File: src/rtl/cpu_fetch_pkg.sv
// rtl/cpu_fetch_pkg.sv - shared types and constants for the fetch stage
package cpu_fetch_pkg;

    localparam logic [15:0] RESET_PC   = 16'h0000;
    localparam logic [15:0] PC_INCR    = 16'd2;
    localparam logic [3:0]  HLT_OPCODE = 4'hF;
    localparam logic [15:0] NOP_INSTR  = 16'h0000;

    typedef enum logic {
        RUN  = 1'b0,
        HALT = 1'b1
    } fetch_state_t;

    typedef struct packed {
        logic [15:0] pc_curr;
        logic [15:0] pc_next;
        logic [15:0] instr;
        logic        pred_taken;
        logic [15:0] pred_target;
        logic        valid;
    } if_id_t;

endpackage

File: src/rtl/if_id_reg.sv
// rtl/if_id_reg.sv - IF/ID pipeline register with load, flush and hold
module if_id_reg
    import cpu_fetch_pkg::*;
(
    input  logic   clk,
    input  logic   rst_n,
    input  logic   load_i,
    input  logic   flush_i,
    input  if_id_t d_i,
    output if_id_t q_o
);

    if_id_t q_q;
    if_id_t q_d;

    // Next value: flush inserts an all-zero bubble (NOP, invalid), load
    // captures the fetched slot, otherwise the register holds.
    always_comb begin
        q_d = q_q;
        if (flush_i) begin
            q_d       = '0;
            q_d.instr = NOP_INSTR;
        end else if (load_i) begin
            q_d = d_i;
        end
    end

    // State register, cleared asynchronously so IF/ID is empty after reset.
    always_ff @(posedge clk or negedge rst_n) begin
        if (!rst_n) begin
            q_q <= '0;
        end else begin
            q_q <= q_d;
        end
    end

    assign q_o = q_q;

endmodule

File: src/rtl/fetch_pc_unit.sv
// rtl/fetch_pc_unit.sv - fetch PC generator, halt FSM and IF/ID register
module fetch_pc_unit
    import cpu_fetch_pkg::*;
#(
    parameter logic [15:0] RESET_PC_P   = RESET_PC,
    parameter logic [15:0] PC_INCR_P    = PC_INCR,
    parameter logic [3:0]  HLT_OPCODE_P = HLT_OPCODE
) (
    input  logic        clk,
    input  logic        rst_n,
    input  logic [15:0] instr,
    input  logic        predicted_taken,
    input  logic [15:0] predicted_target,
    input  logic        stall,
    input  logic        branch_mispredicted,
    input  logic        actual_taken,
    input  logic [15:0] actual_target,
    output logic [15:0] PC_curr,
    output logic        dbp_enable,
    output logic [15:0] IF_ID_PC_curr,
    output logic [15:0] IF_ID_PC_next,
    output logic [15:0] IF_ID_instr,
    output logic        IF_ID_predicted_taken,
    output logic [15:0] IF_ID_predicted_target,
    output logic        IF_ID_valid,
    output logic        halted
);

    fetch_state_t state_q, state_d;
    logic [15:0]  pc_q, pc_d;
    logic         load, flush;
    logic [15:0]  pc_plus;
    if_id_t       if_id_d, if_id_q;

    assign pc_plus = pc_q + PC_INCR_P;

    // Slot presented to IF/ID on a normal load.
    always_comb begin
        if_id_d             = '0;
        if_id_d.pc_curr     = pc_q;
        if_id_d.pc_next     = pc_plus;
        if_id_d.instr       = instr;
        if_id_d.pred_taken  = predicted_taken;
        if_id_d.pred_target = predicted_target;
        if_id_d.valid       = 1'b1;
    end

    // Next-PC priority and halt FSM: stall > mispredict > halt > predict > +2.
    // A stalled decode outcome is not trusted, so stall masks everything.
    always_comb begin
        state_d = state_q;
        pc_d    = pc_q;
        load    = 1'b0;
        flush   = 1'b0;
        if (stall) begin
            // hold everything
        end else if (branch_mispredicted) begin
            pc_d    = actual_taken ? actual_target : if_id_q.pc_next;
            flush   = 1'b1;
            state_d = RUN;
        end else if (state_q == HALT) begin
            flush = 1'b1;
        end else if (instr[15:12] == HLT_OPCODE_P) begin
            state_d = HALT;
            load    = 1'b1;
        end else if (predicted_taken) begin
            pc_d = predicted_target;
            load = 1'b1;
        end else begin
            pc_d = pc_plus;
            load = 1'b1;
        end
    end

    // PC and FSM state registers.
    always_ff @(posedge clk or negedge rst_n) begin
        if (!rst_n) begin
            state_q <= RUN;
            pc_q    <= RESET_PC_P;
        end else begin
            state_q <= state_d;
            pc_q    <= pc_d;
        end
    end

    if_id_reg u_if_id_reg (
        .clk     (clk),
        .rst_n   (rst_n),
        .load_i  (load),
        .flush_i (flush),
        .d_i     (if_id_d),
        .q_o     (if_id_q)
    );

    assign PC_curr                = pc_q;
    assign halted                 = (state_q == HALT);
    assign dbp_enable             = ~stall & ~halted;
    assign IF_ID_PC_curr          = if_id_q.pc_curr;
    assign IF_ID_PC_next          = if_id_q.pc_next;
    assign IF_ID_instr            = if_id_q.instr;
    assign IF_ID_predicted_taken  = if_id_q.pred_taken;
    assign IF_ID_predicted_target = if_id_q.pred_target;
    assign IF_ID_valid            = if_id_q.valid;

endmodule

File: config.mk
export PLATFORM = sky130hd
export DESIGN_NAME = fetch_pc_unit
export DESIGN_NICKNAME = d
export VERILOG_FILES = /design/src/rtl/cpu_fetch_pkg.sv /design/src/rtl/if_id_reg.sv /design/src/rtl/fetch_pc_unit.sv
export SDC_FILE = /design/constraint.sdc
export NUM_CORES = 1
export LEC_CHECK = 0
export ABC_CLOCK_PERIOD_IN_PS = 2100
export CELL_PAD_IN_SITES_DETAIL_PLACEMENT = 2
export CELL_PAD_IN_SITES_GLOBAL_PLACEMENT = 2
export CORE_ASPECT_RATIO = 1.75
export CORE_MARGIN = 1
export CORE_UTILIZATION = 27
export CTS_BUF_LIST = sky130_fd_sc_hd__clkbuf_8 sky130_fd_sc_hd__clkbuf_16
export DETAILED_ROUTE_END_ITERATION = 16
export PLACE_DENSITY_LB_ADDON = 0.1
export SLEW_MARGIN = 10
export SYNTH_ARGS = -nofsm -noshare
export SYNTH_HDL_FRONTEND = slang
export SYNTH_SLANG_ARGS = --single-unit
File: constraint.sdc
create_clock -name clk -period 2.1 [get_ports clk]
set_input_delay 0.42 -clock clk [delete_from_list [all_inputs] [get_ports clk]]
set_output_delay 0.42 -clock clk [all_outputs]
set_load 0.005 [all_outputs]
==> run metrics, run 1 <==
total gr overflow=0; Cell Area, Synth=3850 um^2; EDFF count, synth=0; WL per Instance=20.8 um; Routed WL=14.5 mm; minimum clock period=2.04 ns; final setup fails=0; pwr/cell area=789 nW/um^2; largest net degree at the start of global routing=36; first-pass GRT wire length=23.5 mm; Power, Total=4.71 mW; CTS root buf=clkbuf_16; maxcap violations=0; crit start category=flop; Clock Skew=0.0112 ns; TritonCTS buffer count=9; Switching Fraction=0.284; Synth-to-Final Area Change=55.2%; Unique masters post-synth=49; row cnt=57; part of the power in registers=0.412; Layout Nets=571; area leader, netlist=dfrtp_1; maximum vdd drop=0.306 mV; die width=92.2 um; total setup buffers inserted after CTS=0; clock network fraction of total power=0.334; final hold vios=0; Arr. time, crit path=1.62 ns; GRT Overall Usage=0.208; CP Capture Type=primary output; htree depth=3; clk buf depth=2; Final Max Tran Viols=0; worst hold path class=input pin to async pin; flop2flop setup slack=0.32 ns; yosys warns=0; Post-Place Cell Area=5680 um^2; Async S/R FF share, synth=1.00; CP required=1.68 ns; post-synthesis sequential element count=82; kind of critical path=flop to primary output; Initial DRT Pass Iterations=4; switching power=1.34 mW; Final Cell Area=5970 um^2; Int Power=3.37 mW; post-route ant nets=0; gpl congestion=0.829; initial DRC count=66; leakage power=2.61 nW; top cell type's share of synthesized area=0.534; Least-Margin Pin Slew=0.456 ns; number of I/O port buffers=137; IO Pins=138; dominant cells by area after synthesis=dfrtp_1 (53%), a22o_1 (12%), mux2i_1 (3.4%), nand2_1 (3.2%), o21ai_0 (2.7%); Mapped Cells=355; antenna diode count=0; critical path peak fanout=6; Net Count, Synth=410; hold buffer count at CTS=0; Worst-Skew Late Latency=0.35 ns; dominant synthesized flop cell=dfrtp_1; DR vias/cell=5.08; syn_area_per_cell=10.8 um^2; RSZ-0062 raised after global routing=no; DP HPWL=10.8 mm; share of cells above drive strength 1=0.140; Die Ht=160 um; outcome=complete, no violations; Core ar.=13,900 um^2; CTS Sinks=82; via count=3,548; CTS tree=yes; Initial Utilization=0.277; Final Cycle Share=0.969; CTS clk-pin slew, worst paths=0.07 ns; sequential area share after synthesis=0.534; combinational share of power=0.254; DRC=0; fmax=491 MHz; full die area=14,700 um^2; initial antenna violation count=0; vias in the first global route=4,028; Slew HR=0.696
-- repair_timing --
action                     CTS  global route
hold endpoints to repair     0             0
gates resized for setup      1             0
setup endpoints to repair    1             0
-- metal layers --
metal  up-vias  track usage  share of wire
met4         0       0.0568          0.014
met2        90        0.378           0.55
met5         -            0              0
li1       1616            -              -
met1      1827        0.252           0.40
met3        15       0.0300          0.032
-- state kept, by name, indices dropped and copies added, names as in the netlist --
register / count
u_if_id_reg.q_o: 65
halted: 1
PC_curr: 16
-- cell usage in the layout, fill, tap and decap left out, types with 2 or more instances in the layout --
cell / count
nor2_2: 2
nor2_1: 22
clkinvlp_4: 3
o21ai_1: 2
inv_1: 9
clkdlybuf4s50_1: 135
o22a_1: 3
clkbuf_16: 9
nand2_1: 33
a21oi_1: 20
o2bb2ai_1: 2
buf_12: 5
and3_1: 3
mux2i_1: 13
dfrtp_1: 82
xnor2_1: 6
o21ai_0: 21
nand2b_1: 3
xor2_1: 6
nand3_1: 6
a31oi_1: 3
o311ai_0: 2
a221oi_1: 2
o31ai_1: 2
nand4_1: 4
buf_4: 39
mux2_2: 6
a21boi_0: 2
a22o_1: 54
-- area by class of cell --
cell class,count,area (um^2)
Clock inverter,7,63.8
Tap cell,177,221
Clock buffer,9,225
Timing Repair Buffer,180,1750
Fill cell,1480,7940
Sequential cell,82,2050
Multi-Input combinational cell,237,1640
Inverter,6,22.5
-- Yosys cell counts, types with 2 or more instances --
| cell | instances |
|---|---|
| nand3_1 | 6 |
| buf_1 | 2 |
| o21ai_0 | 21 |
| inv_1 | 6 |
| nand2b_1 | 3 |
| nand4_1 | 4 |
| o21ai_1 | 2 |
| o311ai_0 | 2 |
| buf_2 | 11 |
| clkbuf_1 | 15 |
| xnor2_1 | 6 |
| a22o_1 | 54 |
| nor2_1 | 23 |
| mux2_2 | 6 |
| a21boi_0 | 2 |
| mux2i_1 | 13 |
| o31ai_1 | 2 |
| xor2_1 | 6 |
| a31oi_1 | 3 |
| nand2_1 | 33 |
| o22a_1 | 3 |
| o2bb2ai_1 | 2 |
| and3_1 | 3 |
| a221oi_1 | 2 |
| dfrtp_1 | 82 |
| a21oi_1 | 20 |
-- final timing paths --
| path | start | endpoint | cells after the start |
|---|---|---|---|
| max in group asynchronous | rst_n | u_if_id_reg.q_o[63]$_DFFE_PN0P_ | 2 |
| worst min register to register | u_if_id_reg.q_o[0]$_DFFE_PN0P_ | u_if_id_reg.q_o[0]$_DFFE_PN0P_ | 2 |
| worst max register to register | PC_curr[1]$_DFFE_PN0P_ | PC_curr[9]$_DFFE_PN0P_ | 7 |
| worst max-delay path | halted$_DFFE_PN0N_ | dbp_enable | 2 |
| min in group clk | u_if_id_reg.q_o[0]$_DFFE_PN0P_ | u_if_id_reg.q_o[0]$_DFFE_PN0P_ | 2 |
| worst min-delay path | rst_n | u_if_id_reg.q_o[32]$_DFFE_PN0P_ | 1 |
-- power by group through the flow --
stage | combinational [mW] | clock (mW) | sequential (mW)
2_1_floorplan | 0.425 | 0 | 1.95
3_3_place_gp | 1.19 | 0 | 1.96
3_5_place_dp | 1.22 | 0 | 1.97
4_1_cts | 1.23 | 1.61 | 1.95
5_1_grt | 1.30 | 1.68 | 1.97
6_report | 1.20 | 1.57 | 1.94
-- worst max-delay path, stage by stage (launching register included) --
cell and delay, ns:
dfrtp_1 0.52, nor2_2 0.22, clkdlybuf4s50_1 0.53
-- cells by family after synthesis --
group | Yosys count | share of synthesized area
and+or+nand+nor | 86 | 0.113
adders and majority gates | 1 | 0.00325
DFF | 82 | 0.534
AOI/OAI and AO/OA | 119 | 0.230
buffers and inverters | 36 | 0.0416
muxes | 19 | 0.0514
xor gates and xnor gates | 12 | 0.0273
-- per-stage QoR --
step	hold slack [ns]	instances	TNS, ns	util	setup slack, ns
finish	0.0228	698	0	0.429	0.0643
global route	0.0431	698	0	0.429	0.0147
CTS	0.0374	698	0	0.429	0.0378
detailed placement	0.406	682	-0.162	0.408	-0.0955
global placement	0.405	682	-0.0507	0.408	-0.0507
floorplan	0.124	355	0	-	0.498
No activity file was read; power rests on OpenSTA's default activity.
==> run 2, diff against run 1 <==
--- a/config.mk
+++ b/config.mk
@@ -5,7 +5,7 @@
 export SDC_FILE = /design/constraint.sdc
 export NUM_CORES = 1
 export LEC_CHECK = 0
-export ABC_CLOCK_PERIOD_IN_PS = 2100
+export ABC_CLOCK_PERIOD_IN_PS = 2120
 export CELL_PAD_IN_SITES_DETAIL_PLACEMENT = 2
 export CELL_PAD_IN_SITES_GLOBAL_PLACEMENT = 2
 export CORE_ASPECT_RATIO = 1.75
==> constraint.sdc (replaced) <==
create_clock -name clk -period 2.12 [get_ports clk]
set_input_delay 0.424 -clock clk [delete_from_list [all_inputs] [get_ports clk]]
set_output_delay 0.424 -clock clk [all_outputs]
set_load 0.005 [all_outputs]
==> run 2 against run 1 <==
Effect of this change: clock skew fell by 0.0021 ns; sequential cell count unchanged; cell area is the same; first-iteration DRC count is 64% higher; register-to-register slack got worse by 0.13 ns.
==> run metrics, run 2 (synthesized netlist as in run 1, its figures left out) <==
pwr/cell area=799 nW/um^2 (+1.2%); most frequent cells in the layout=clkdlybuf4s50_1 (135), dfrtp_1 (82), a22o_1 (54); IO Pins=138 (unchanged); WL per Instance=21.2 um (+1.9%); max reg flops=65 (unchanged); htree depth=3 (unchanged); CP required=1.70 ns (+0.02 ns); Reg2Reg Capture Point=PC_curr[9]$_DFFE_PN0P_; initial antenna violation count=0 (unchanged); Layout Nets=568 (-0.53%); final setup fails=0 (unchanged); maxcap violations=0 (unchanged); die width=92.2 um (unchanged); Worst-Skew Late Latency=0.35 ns (about the same); post-CTS sizing=1 (unchanged); share of cells above drive strength 1=0.141 (+0.000811); Clock Skew=0.00914 ns (-0.00207 ns); clk buf depth=2 (unchanged); kind of critical path=flop to primary output; Synth-to-Final Area Change=55.2% (unchanged); switching power=1.38 mW (+2.9%); CTS Sinks=82 (unchanged); DRC=0 (unchanged); part of the power in registers=0.404 (-0.008); TritonCTS buffer count=9 (unchanged); vias in the first global route=3,925 (-2.6%); DP HPWL=11.0 mm (+1.7%); crit-path cells=nor2_2 > clkdlybuf4s50_1; Slew HR=0.630 (-0.0655); fmax=493 MHz; largest net degree at the start of global routing=40 (+11%); Int Power=3.39 mW (+0.58%); gpl congestion=0.847 (+2.2%); hold buffer count at CTS=0 (unchanged); Switching Fraction=0.289 (+0.00473); Final Cycle Share=0.956; WHS=0.0646 ns (+0.0418 ns); GRT Overall Usage=0.211 (+0.00291); flop2flop setup slack=0.19 ns (-0.13 ns); total gr overflow=0 (unchanged); Power, Total=4.77 mW (+1.2%); row cnt=57 (unchanged); final hold vios=0 (unchanged); initial DRC count=108 (+64%); post-route ant nets=0 (unchanged); FF-to-FF Start=PC_curr[1]$_DFFE_PN0P_; commonest non-fill, non-tap cell in the layout=clkdlybuf4s50_1; maximum vdd drop=0.359 mV (+17%); CTS root buf=clkbuf_16; clock network fraction of total power=0.350 (+0.016); number of I/O port buffers=137 (unchanged); crit start category=flop; Core ar.=13,900 um^2 (unchanged); Initial Utilization=0.277 (unchanged); Initial DRT Pass Iterations=4 (unchanged); CTS clk-pin slew, worst paths=0.07 ns (about the same); critical path peak fanout=6 (unchanged); DR vias/cell=5.13 (+0.83%); Least-Margin Pin Slew=0.555 ns (+0.0983 ns); Final Max Tran Viols=0 (unchanged); combinational share of power=0.247 (-0.007); leakage power=2.59 nW (-0.50%); RSZ-0062 raised after global routing=no; Arr. time, crit path=1.60 ns (-0.02 ns); # placed instances=679 (-0.44%); CP Capture Type=primary output; CTS tree=yes; Routed WL=14.7 mm (+1.4%); antenna diode count=0 (unchanged); CP max stage delay=0.53 ns (about the same); Finished Layout Cells=695 (-0.43%); worst hold path class=input pin to async pin; minimum clock period=2.03 ns; R2R depth=7 (unchanged); Crit-path slowest cell=clkdlybuf4s50_1; full die area=14,700 um^2 (unchanged); total setup buffers inserted after CTS=0 (unchanged); via count=3,562 (+0.39%); outcome=complete, no violations; first-pass GRT wire length=23.7 mm (+0.82%); Die Ht=160 um (unchanged)
run 2: cell types whose count changed in the layout (fill, tap and decap cells not counted), sizes merged:
cell | before | now
buf | 45 | 42
clkbuf | 9 | 10
inv | 9 | 8
run 2: worst max-delay path by stage:
stage | slack, ns | depth (start not counted) | start | endpoint
final | 0.09 | 2 | halted$_DFFE_PN0N_ | dbp_enable
after global routing | 0.05 | 2 | halted$_DFFE_PN0N_ | dbp_enable
after CTS | 0.05 | 2 | halted$_DFFE_PN0N_ | dbp_enable
after detailed placement | -0.08 | 7 | instr[12] | PC_curr[12]$_DFFE_PN0P_
after global placement | -0.04 | 8 | instr[12] | PC_curr[14]$_DFFE_PN0P_
after floorplan | 0.52 | 6 | PC_curr[1]$_DFFE_PN0P_ | PC_curr[9]$_DFFE_PN0P_
run 2: worst max-delay path: cells and delay by family (launching register included):
kind                   cells  cell delay, ns
buffers and inverters      1            0.53
flip-flops                 1            0.51
AND/OR/NAND/NOR            1            0.23
run 2: stage by stage:
| stage | setup TNS [ns] | util | cell area, um^2 | setup slack [ns] |
|---|---|---|---|---|
| global route | 0 | 0.429 | 5970 | 0.0511 |
| CTS | 0 | 0.429 | 5970 | 0.0539 |
| floorplan | 0 | - | 3850 | 0.518 |
| detailed placement | -0.261 | 0.407 | 5660 | -0.0780 |
| finish | 0 | 0.429 | 5970 | 0.0922 |
| global placement | -0.0413 | 0.407 | 5660 | -0.0386 |
run 2: cell type report:
type,instances,area [um^2]
clock buffers,10,239
clock inverters,6,72.6
fillers,1455,7940
inverters,6,22.5
multi-input cells,237,1640
flip-flops and latches,82,2050
well taps,177,221
repair buffers,177,1730
run 2: per-layer routing:
metal	global-route usage	wire length (um)
met5	0	0
met4	0.0611	266
met3	0.0324	478
met2	0.379	8020
met1	0.257	5960
run 2: power groups by stage:
stage / sequential [mW] / combinational, mW / clock (mW)
final: 1.93 / 1.18 / 1.67
after global routing: 1.95 / 1.28 / 1.76
after CTS: 1.93 / 1.20 / 1.71
after detailed placement: 1.96 / 1.19 / 0
after global placement: 1.95 / 1.17 / 0
after floorplan: 1.93 / 0.421 / 0
